===== config.mk =====
export PLATFORM = sky130hd
export DESIGN_NAME = memory_access
export DESIGN_NICKNAME = d
export VERILOG_FILES = /design/src/rtl/memory_access.sv
export SDC_FILE = /design/constraint.sdc
export NUM_CORES = 1
export LEC_CHECK = 0
export CAP_MARGIN = 20
export CORE_AREA = 2 2 139 114
export DETAILED_ROUTE_END_ITERATION = 7
export DIE_AREA = 0 0 141 116
export PLACE_DENSITY = 0.67
export SLEW_MARGIN = 10
export SYNTH_ARGS = -nofsm -noshare
export SYNTH_HDL_FRONTEND = slang
export SYNTH_SLANG_ARGS = --single-unit

===== constraint.sdc =====
create_clock -name clk_i -period 5.1 [get_ports clk_i]
set_clock_uncertainty 0.05 [all_clocks]
set_input_delay 0.765 -clock clk_i [delete_from_list [all_inputs] [get_ports clk_i]]
set_output_delay 0.765 -clock clk_i [all_outputs]
set_load 0.02 [all_outputs]

===== src/rtl/memory_access.sv =====
// Memory stage: one req/ack data-memory transaction per load/store, with sized store lanes and load extension.
// Optional `MEM_MISALIGN_CHECK_EN turns misaligned H/W accesses into bus-free DONE results flagged by misalign_o.
module memory_access #(
   parameter int XLEN = 32
) (
   input  logic            clk_i,
   input  logic            rst,
   input  logic            execute_vaild_i,
   input  logic [XLEN-1:0] ED_valE_i,
   input  logic [XLEN-1:0] ED_valB_i,
   input  logic            ED_mem_read_i,
   input  logic            ED_mem_write_i,
   input  logic [2:0]      ED_funct3_i,
   input  logic            write_back_allow_in_i,
   output logic            memory_ready_o,
   output logic [XLEN-1:0] M_valM_o,
   output logic            dmem_req_o,
   output logic            dmem_we_o,
   output logic [XLEN-1:0] dmem_addr_o,
   output logic [XLEN-1:0] dmem_wdata_o,
   output logic [3:0]      dmem_wstrb_o,
   input  logic            dmem_ack_i,
   input  logic [XLEN-1:0] dmem_rdata_i,
   output logic            misalign_o
);

   typedef enum logic [1:0] {IDLE, BUSY, DONE} state_t;

   state_t          state_reg, state_next;
   logic            req_reg, we_reg, misalign_reg;
   logic [XLEN-1:0] addr_reg, wdata_reg, data_reg;
   logic [3:0]      wstrb_reg;
   logic [1:0]      off_reg;
   logic [2:0]      funct3_reg;

   logic            mem_op, misaligned;
   logic [1:0]      off;
   logic [3:0]      st_strb;
   logic [XLEN-1:0] st_wdata, ld_lane, ld_ext;

   assign mem_op = execute_vaild_i & (ED_mem_read_i | ED_mem_write_i);
   assign off    = ED_valE_i[1:0];

`ifdef MEM_MISALIGN_CHECK_EN
   assign misaligned = ((ED_funct3_i[1:0] == 2'b01) && off[0]) ||
                       (ED_funct3_i[1] && (off != 2'b00));
`else
   assign misaligned = 1'b0;
`endif

   // Store lanes: replicate the datum across the word, strobes pick the bytes that land.
   always_comb begin
      st_strb  = 4'b1111;
      st_wdata = ED_valB_i;
      case (ED_funct3_i[1:0])
         2'b00: begin
            st_strb  = 4'b0001 << off;
            st_wdata = {(XLEN/8){ED_valB_i[7:0]}};
         end
         2'b01: begin
            st_strb  = 4'b0011 << off;
            st_wdata = {(XLEN/16){ED_valB_i[15:0]}};
         end
         default: ;
      endcase
   end

   // Load extraction uses the offset/size captured when the request was issued.
   always_comb begin
      ld_lane = dmem_rdata_i >> {off_reg, 3'b000};
      ld_ext  = ld_lane;
      case (funct3_reg[1:0])
         2'b00:   ld_ext = {{(XLEN-8){ld_lane[7] & ~funct3_reg[2]}}, ld_lane[7:0]};
         2'b01:   ld_ext = {{(XLEN-16){ld_lane[15] & ~funct3_reg[2]}}, ld_lane[15:0]};
         default: ld_ext = dmem_rdata_i;
      endcase
   end

   always_ff @(posedge clk_i or negedge rst) begin
      if (!rst) state_reg <= IDLE;
      else      state_reg <= state_next;
   end

   always_comb begin
      state_next     = state_reg;
      memory_ready_o = 1'b0;
      M_valM_o       = '0;
      case (state_reg)
         IDLE: begin
            memory_ready_o = ~mem_op;
            if (mem_op) state_next = misaligned ? DONE : BUSY;
         end
         BUSY: begin
            if (dmem_ack_i) state_next = execute_vaild_i ? DONE : IDLE;
         end
         DONE: begin
            memory_ready_o = 1'b1;
            M_valM_o       = data_reg;
            if (write_back_allow_in_i || !execute_vaild_i) state_next = IDLE;
         end
         default: state_next = IDLE;
      endcase
   end

   always_ff @(posedge clk_i or negedge rst) begin
      if (!rst) begin
         req_reg      <= 1'b0;
         we_reg       <= 1'b0;
         addr_reg     <= '0;
         wdata_reg    <= '0;
         wstrb_reg    <= '0;
         data_reg     <= '0;
         misalign_reg <= 1'b0;
         off_reg      <= '0;
         funct3_reg   <= '0;
      end else begin
         case (state_reg)
            IDLE: begin
               if (mem_op) begin
                  if (misaligned) begin
                     misalign_reg <= 1'b1;
                     data_reg     <= '0;
                  end else begin
                     req_reg    <= 1'b1;
                     we_reg     <= ED_mem_write_i;
                     addr_reg   <= {ED_valE_i[XLEN-1:2], 2'b00};
                     wdata_reg  <= st_wdata;
                     wstrb_reg  <= st_strb;
                     off_reg    <= off;
                     funct3_reg <= ED_funct3_i;
                  end
               end
            end
            BUSY: begin
               // A flush here never cuts the bus transaction short.
               if (dmem_ack_i) begin
                  req_reg  <= 1'b0;
                  data_reg <= we_reg ? '0 : ld_ext;
               end
            end
            DONE: begin
               if (write_back_allow_in_i || !execute_vaild_i) misalign_reg <= 1'b0;
            end
            default: ;
         endcase
      end
   end

   assign dmem_req_o   = req_reg;
   assign dmem_we_o    = we_reg;
   assign dmem_addr_o  = addr_reg;
   assign dmem_wdata_o = wdata_reg;
   assign dmem_wstrb_o = wstrb_reg;
   assign misalign_o   = misalign_reg;

endmodule


After elaboration in Yosys (flattened, before gate mapping)
Cells that the tools add are included.

storage, ports and cells
  logic and storage cells = 49
  input bits = 106
  output and inout bits = 104
  register bits = 107

cells by class
  multiplexer cells = 14
  bitwise logic cells = 6
  reduce and logical (&&, ||, !) cells = 10
  eq/ne operators = 7
  shift operators = 3

operator list
  kind                   number
  $pmux W32 S2           2
  $mux W32               2
  $shr A32 B5 Y16        1
  $mux W2                4
  $pmux W4 S2            1
  $eq A2 B1 Y1 const B   3
  $logic_not A2 Y1       3
  $ne A2 B2 Y1 const B   3
  $pmux W2 S3            1
  $reduce_and A3 Y1      2
  $pmux W1 S2            2
  $reduce_and A2 Y1      2
  $shl A1 B2 Y4 const A  1
  $shl A2 B2 Y4 const A  1
  $and A1 B1 Y1          3
  $eq A2 B2 Y1 const B   1
  $mux W1                2
  $not A1 Y1             2
  $reduce_bool A2 Y1     1
  $logic_not A1 Y1       1
  $logic_or A1 B1 Y1     1
  $or A1 B1 Y1           1

Depth between registers and ports, before layout
Gate-level depths: netlist of run 1.

  depth after elaboration = 4
  gate-level depth with buffers = 6
  depth with buffers taken out = 4

Worst setup path before layout of run 1
No wires, ideal clock.

  path kind = input-to-output
  start = input ED_mem_write_i
  end = output memory_ready_o
  arrival = 1,294 ps
  setup slack = 2,991 ps
  cell stages on the path = 3
  required time = 4,285 ps
  path buffers = 0
  cell sequence = o21ai_1 > nor2_1 > nor2_1

between the ends
  cells in the longest elaborated chain, start to end = 4

ends and longest elaborated chain
  item           line  text
  from (decl)    12    input logic ED_mem_write_i,
  $or A1 B1 Y1   41    assign mem_op = execute_vaild_i & (ED_mem_read_i | ED_mem_write_i);
  $and A1 B1 Y1  41
  $not A1 Y1     90    memory_ready_o = ~mem_op;
  $pmux W1 S2    88    case (state_reg)
  to (decl)      15    output logic memory_ready_o,

Every way passes these cells.

Final worst setup path of run 1
  start = register state_reg[1]
  end = output M_valM_o[18]

between the ends
  cells in the longest elaborated chain, start to end = 2

ends and longest elaborated chain
  item                    line  text
  from (decl)             29    state_t state_reg, state_next;
  from (signal assigned)  81    else state_reg <= state_next;
  $eq A2 B2 Y1            88
  $mux W32                88
  to (decl)               16    output logic [XLEN-1:0] M_valM_o,

Every way passes these cells.

==> results of run 1 <==
[critical path, cell delays in order (launching register included)]
cell and delay (ps):
dfrtp_1 430, nor2b_2 810, and2_1 240, clkdlybuf4s50_1 610
[logic make-up after synthesis]
logic type,synth area share
and+or+nand+nor,0.236
AOI/OAI and AO/OA,0.131
DFF,0.522
buffers and inverters,0.0381
muxes,0.0713
other,0.000732
[final timing paths]
check                                 from         endpoint  slack, ps  cells after the start
setup reg to reg              state_reg[1]     data_reg[10]       2540                      4
setup / recovery              state_reg[1]     M_valM_o[18]       1820                      3
min in group asynchronous              rst  dmem_wdata_o[9]        500                      1
hold reg to reg            dmem_addr_o[16]  dmem_addr_o[16]        430                      2
max in group asynchronous              rst   dmem_addr_o[5]       3510                      2
hold / removal             dmem_addr_o[16]  dmem_addr_o[16]        430                      2
[Yosys cell counts, types with 2 or more instances]
| library cell | number |
|---|---|
| o21ai_1 | 32 |
| nand2b_1 | 7 |
| nand2_1 | 171 |
| o41ai_1 | 6 |
| mux2i_1 | 32 |
| nor3_1 | 2 |
| a2bb2oi_1 | 2 |
| a22oi_1 | 24 |
| buf_4 | 4 |
| dfrtp_1 | 107 |
| a21oi_1 | 16 |
| and2_1 | 39 |
| buf_1 | 7 |
| mux2_2 | 4 |
| a31oi_1 | 3 |
| o21ai_0 | 21 |
| nor2b_1 | 5 |
| nand3b_1 | 2 |
| clkbuf_1 | 22 |
| nor2_1 | 35 |
| nand3_1 | 6 |
| inv_1 | 3 |
| buf_2 | 9 |
[per-layer routing]
| metal | part of all wire | wire length, µm |
|---|---|---|
| met1 | 0.43 | 6810 |
| met2 | 0.47 | 7550 |
| met3 | 0.075 | 1190 |
| met4 | 0.022 | 342 |
| met5 | 0 | 0 |
[final cells by class]
type                            instances  area, µm²
Fill cell                            1355       7260
Sequential cell                       107       2680
Multi-Input combinational cell        424       2270
Timing Repair Buffer                  213       2130
Clock buffer                           11        243
Tap cell                              189        236
Clock inverter                          5       35.0
Inverter                                3       11.3
[report_power, final]
part	total (mW)	switching (mW)	internal, mW
clock network	0.670	0.323	0.347
registers	1.30	0.197	1.11
logic	1.12	0.582	0.535
[stage by stage]
| stage | cells | utilization | instance area [µm²] |
|---|---|---|---|
| floorplan | 576 | - | 5130 |
| global placement | 934 | 0.490 | 7290 |
| detailed placement | 935 | 0.491 | 7300 |
| CTS | 951 | 0.510 | 7580 |
| global route | 952 | 0.511 | 7600 |
| finish | 952 | 0.511 | 7600 |
==> summary.md, run 1 <==
| Metric | Value |
|---|---|
| Outcome | `finished, final reports clean` |
| I/O Pins | `210` |
| Gr ovfl total | `0` |
| Area grow syn2layout | `48.3%` |
| Setup TNS Final | `0 ps` |
| Setup Buffers After CTS | `0` |
| GRT Overall Usage | `0.197` |
| Final period utilization | `0.643` |
| Drt first pass iters | `5` |
| Post-synth EDFFs | `0` |
| Largest cells by area after synthesis | `dfrtp_1 52%, nand2_1 13%, mux2i_1 6.3%` |
| Largest net degree at the start of global routing | `76` |
| Slew @ Worst Pin | `961 ps` |
| Gr busiest metal | `met2` |
| Top-area cell type share of the netlist area | `0.522` |
| WL/cell | `approximately 17 µm` |
| Tot Pwr | `3.09 mW` |
| Num CTS Buffers | `9` |
| Total of max-cap violations | `0` |
| I/O Buffers | `206` |
| Critical path peak fanout | `33` |
| Std-Cell Rows | `40` |
| Most common cell after layout, fill and taps aside | `clkdlybuf4s50_1` |
| Area leader, netlist | `dfrtp_1` |
| Antenna-violating nets left | `0` |
| Worst hold margin | `428 ps` |
| GR Util met2 | `0.327` |
| Max IR drop VDD | `0.000233 V` |
| Final Hold Vio Count | `0` |
| Via count | `4753` |
| Cell area after synthesis | `~5000 µm²` |
| HP Class | `flip-flop to flip-flop` |
| Skew-Pair Late Insertion Delay | `350 ps` |
| Vias/cell | `4.99` |
| Chip height | `116 µm` |
| Post-route worst setup slack | `1820 ps` |
| Final setup fails | `0` |
| Post-layout minimum cycle time | `3280 ps` |
| Starting DRT DRC Count | `344` |
| GR met3 Demand/Resource | `0.0612` |
| Main flop type after synthesis | `dfrtp_1` |
| N_diodes | `0` |
| Area of the die | `around 16000 µm²` |
| Fmax | `305 MHz` |
| Netlist cell types | `38` |
| Pre-CTS worst setup slack | `about 1800 ps` |
| Synth warn | `0` |
| GPL Wtd Cong | `0.843` |
| Clock sinks | `107` |
| Clock slew at reported path FFs | `70 ps` |
| Number of global-route vias before repair | `approximately 4800` |
| WL final | `15900 µm` |
| Core ar. | `14900 µm²` |
| Initial Util | `0.345` |
| Met1 Usage GRT | `0.246` |
| Most frequent cells in the layout | `205 x clkdlybuf4s50_1, 171 x nand2_1, 107 x dfrtp_1` |
| CTS tree | `done` |
| Fin. max-slew vios | `0` |
| Syn Area/Cell | `8.93 µm²` |
| CTS root buf | `clkbuf_16` |
| First-pass GRT wire length | `approximately 25000 µm` |
| Post_cts resized | `0` |
| RSZ-0062 raised after global routing | `false` |
| Launching element type of the critical path | `flip-flop` |
| Share of post-route cells with drive strength above 1 | `0.0459` |
| Arr. time, crit path | `2460 ps` |
| Initial antenna violation count | `0` |
| Worst EP required | `4280 ps` |
| Crit. End Element | `primary output` |
| HPWL Detailed | `11700 µm` |
| Post-synth ARST share | `1.00` |
| Syn Inst Count | `574` |
| Critical Setup Path Class | `flip-flop to primary output` |
| Die width | `141 µm` |
| DRC | `0` |
| Sequential share of the synthesized area | `0.522` |
| Cell Pwr Density | `407 nW/µm²` |
| P_leak | `roughly 3.4 nW` |
| Max clock buf depth | `2` |
| Layout Nets | `around 860` |
| Slew HR | `0.357` |
| Hold buffers post-CTS | `0` |
| H-tree depth | `3` |
| Synthesized flop and latch total | `107` |
Power figures use the tool's default switching activity.
==> inputs of run 2 (changes only) <==
Clock period 5.1 ns to 3.2 ns, I/O delays scaled along.
==> summary.md, run 2 (same netlist as run 1, synthesis figures left out) <==
| Metric | Value |
|---|---|
| Outcome | `finished, final reports clean` |
| Final setup fails | `0 (unchanged)` |
| CTS root buf | `clkbuf_16` |
| # fillers | `1335 (-1.5%)` |
| Most common cell after layout, fill and taps aside | `clkdlybuf4s50_1` |
| Tot Pwr | `4.97 mW (+61%)` |
| Layout Nets | `867 (+0.35%)` |
| Hold buffers post-CTS | `0 (unchanged)` |
| CTS tree | `done` |
| Largest net degree at the start of global routing | `67 (-12%)` |
| Total of max-cap violations | `0 (unchanged)` |
| Post_cts resized | `0 (unchanged)` |
| GR Util met2 | `0.324 (-0.00325)` |
| GPL Wtd Cong | `0.926 (+9.8%)` |
| Most frequent cells in the layout | `205 x clkdlybuf4s50_1, 171 x nand2_1, 107 x dfrtp_1` |
| CP cell instances | `nor2b_2, buf_4, and2_1, clkdlybuf4s50_1` |
| GRT Overall Usage | `0.196 (-0.000519)` |
| WL/cell | `16.5 µm (-1.5%)` |
| Launching element type of the critical path | `flip-flop` |
| Gr busiest metal | `met2` |
| Post-layout minimum cycle time | `2620 ps` |
| GR met3 Demand/Resource | `0.0653 (+0.00413)` |
| Area of the die | `16400 µm² (unchanged)` |
| HPWL Detailed | `11500 µm (-1.4%)` |
| First-pass GRT wire length | `25100 µm (-0.66%)` |
| Slew @ Worst Pin | `841 ps (-119 ps)` |
| Die width | `141 µm (unchanged)` |
| Antenna-violating nets left | `0 (unchanged)` |
| Starting DRT DRC Count | `256 (-26%)` |
| Area grow syn2layout | `49.2%` |
| Initial antenna violation count | `0 (unchanged)` |
| Crit. End Element | `primary output` |
| Inst Count DP | `939 (+0.43%)` |
| Cell Pwr Density | `651 nW/µm² (+60%)` |
| Register area | `2680 µm² (unchanged)` |
| Design Area, Final | `7650 µm² (+0.61%)` |
| Core ar. | `14900 µm² (unchanged)` |
| HP Class | `input port to asynchronous set/reset pin` |
| N_diodes | `0 (unchanged)` |
| Final Hold Vio Count | `0 (unchanged)` |
| RSZ-0062 raised after global routing | `false` |
| Met1 Usage GRT | `0.248 (+0.00237)` |
| Via count | `4675 (-1.6%)` |
| Std-Cell Rows | `40 (unchanged)` |
| I/O Buffers | `206 (unchanged)` |
| Fmax | `382 MHz` |
| Crit-path slowest cell | `clkdlybuf4s50_1` |
| Drt first pass iters | `4 (-1)` |
| Max clock buf depth | `2 (unchanged)` |
| WL final | `15700 µm (-1.2%)` |
| Max IR drop VDD | `0.000353 V (+52%)` |
| Critical path peak fanout | `33 (unchanged)` |
| Share of post-route cells with drive strength above 1 | `0.0496 (+0.00374)` |
| Critical Setup Path Class | `flip-flop to primary output` |
| Clock sinks | `107 (unchanged)` |
| I/O Pins | `210 (unchanged)` |
| Number of global-route vias before repair | `4742 (-0.84%)` |
| H-tree depth | `3 (unchanged)` |
| Fin. max-slew vios | `0 (unchanged)` |
| Num CTS Buffers | `9 (unchanged)` |
| Setup Buffers After CTS | `0 (unchanged)` |
| Skew-Pair Late Insertion Delay | `350 ps (about the same)` |
| Clock slew at reported path FFs | `70 ps (about the same)` |
| Vias/cell | `4.90 (-2.0%)` |
| Setup TNS Final | `0 ps (unchanged)` |
| Worst EP required | `2670 ps (-1610 ps)` |
| Gr ovfl total | `0 (unchanged)` |
| Chip height | `116 µm (unchanged)` |
| Arr. time, crit path | `2090 ps (-370 ps)` |
| Worst hold margin | `174 ps (-253 ps)` |
| Multi-input gate area | `2270 µm² (unchanged)` |
| Initial Util | `0.345 (unchanged)` |
| Slew HR | `0.439 (+0.0825)` |
| Final period utilization | `0.818` |
| P_leak | `3.42 nW (+0.91%)` |
| DRC | `0 (unchanged)` |
| DP Area | `7340 µm² (+0.53%)` |
| Post-route insts no fill | `955 (+0.32%)` |
| CP max stage delay | `620 ps (-190 ps)` |
run 2: worst paths after layout:
check | from | to | slack, ps | depth (start not counted)
min in group clk_i | data_reg[1] | data_reg[1] | 420 | 2
setup reg to reg | off_reg[1] | data_reg[31] | 710 | 4
hold reg to reg | data_reg[1] | data_reg[1] | 420 | 2
setup / recovery | state_reg[1] | M_valM_o[13] | 580 | 4
hold / removal | rst | dmem_wdata_o[10] | 170 | 1
max in group asynchronous | rst | dmem_addr_o[20] | 2080 | 2
run 2: power breakdown:
group	total (mW)	leakage, nW	internal (mW)	switching (mW)
Sequential	2.06	1.34	1.77	0.295
Clock	1.14	0.153	0.649	0.488
Combinational	1.78	1.93	0.854	0.923
run 2: cell type report:
cell class	instances	share of cell area
Multi-Input combinational cell	424	0.297
Clock inverter	4	0.00638
Timing Repair Buffer	216	0.281
Sequential cell	107	0.350
Clock buffer	12	0.0335
Inverter	3	0.00147
Tap cell	189	0.0309
run 2: critical path, delay by kind of cell (launching register included):
kind / cells / cell delay [ps]
buf+inv: 2 / 900
flops: 1 / 450
simple gates: 2 / 380
run 2: per-stage QoR:
stage | utilization | setup slack (ps)
floorplan | - | 1510
global placement | 0.494 | 710
detailed placement | 0.494 | 680
CTS | 0.514 | 586
global route | 0.514 | 495
finish | 0.514 | 582
run 2: per-layer routing:
metal / vias to the layer above / part of all wire
met2: 179 / 0.47
met3: 18 / 0.074
met1: 2205 / 0.43
met5: - / 0
met4: 0 / 0.018
li1: 2273 / -
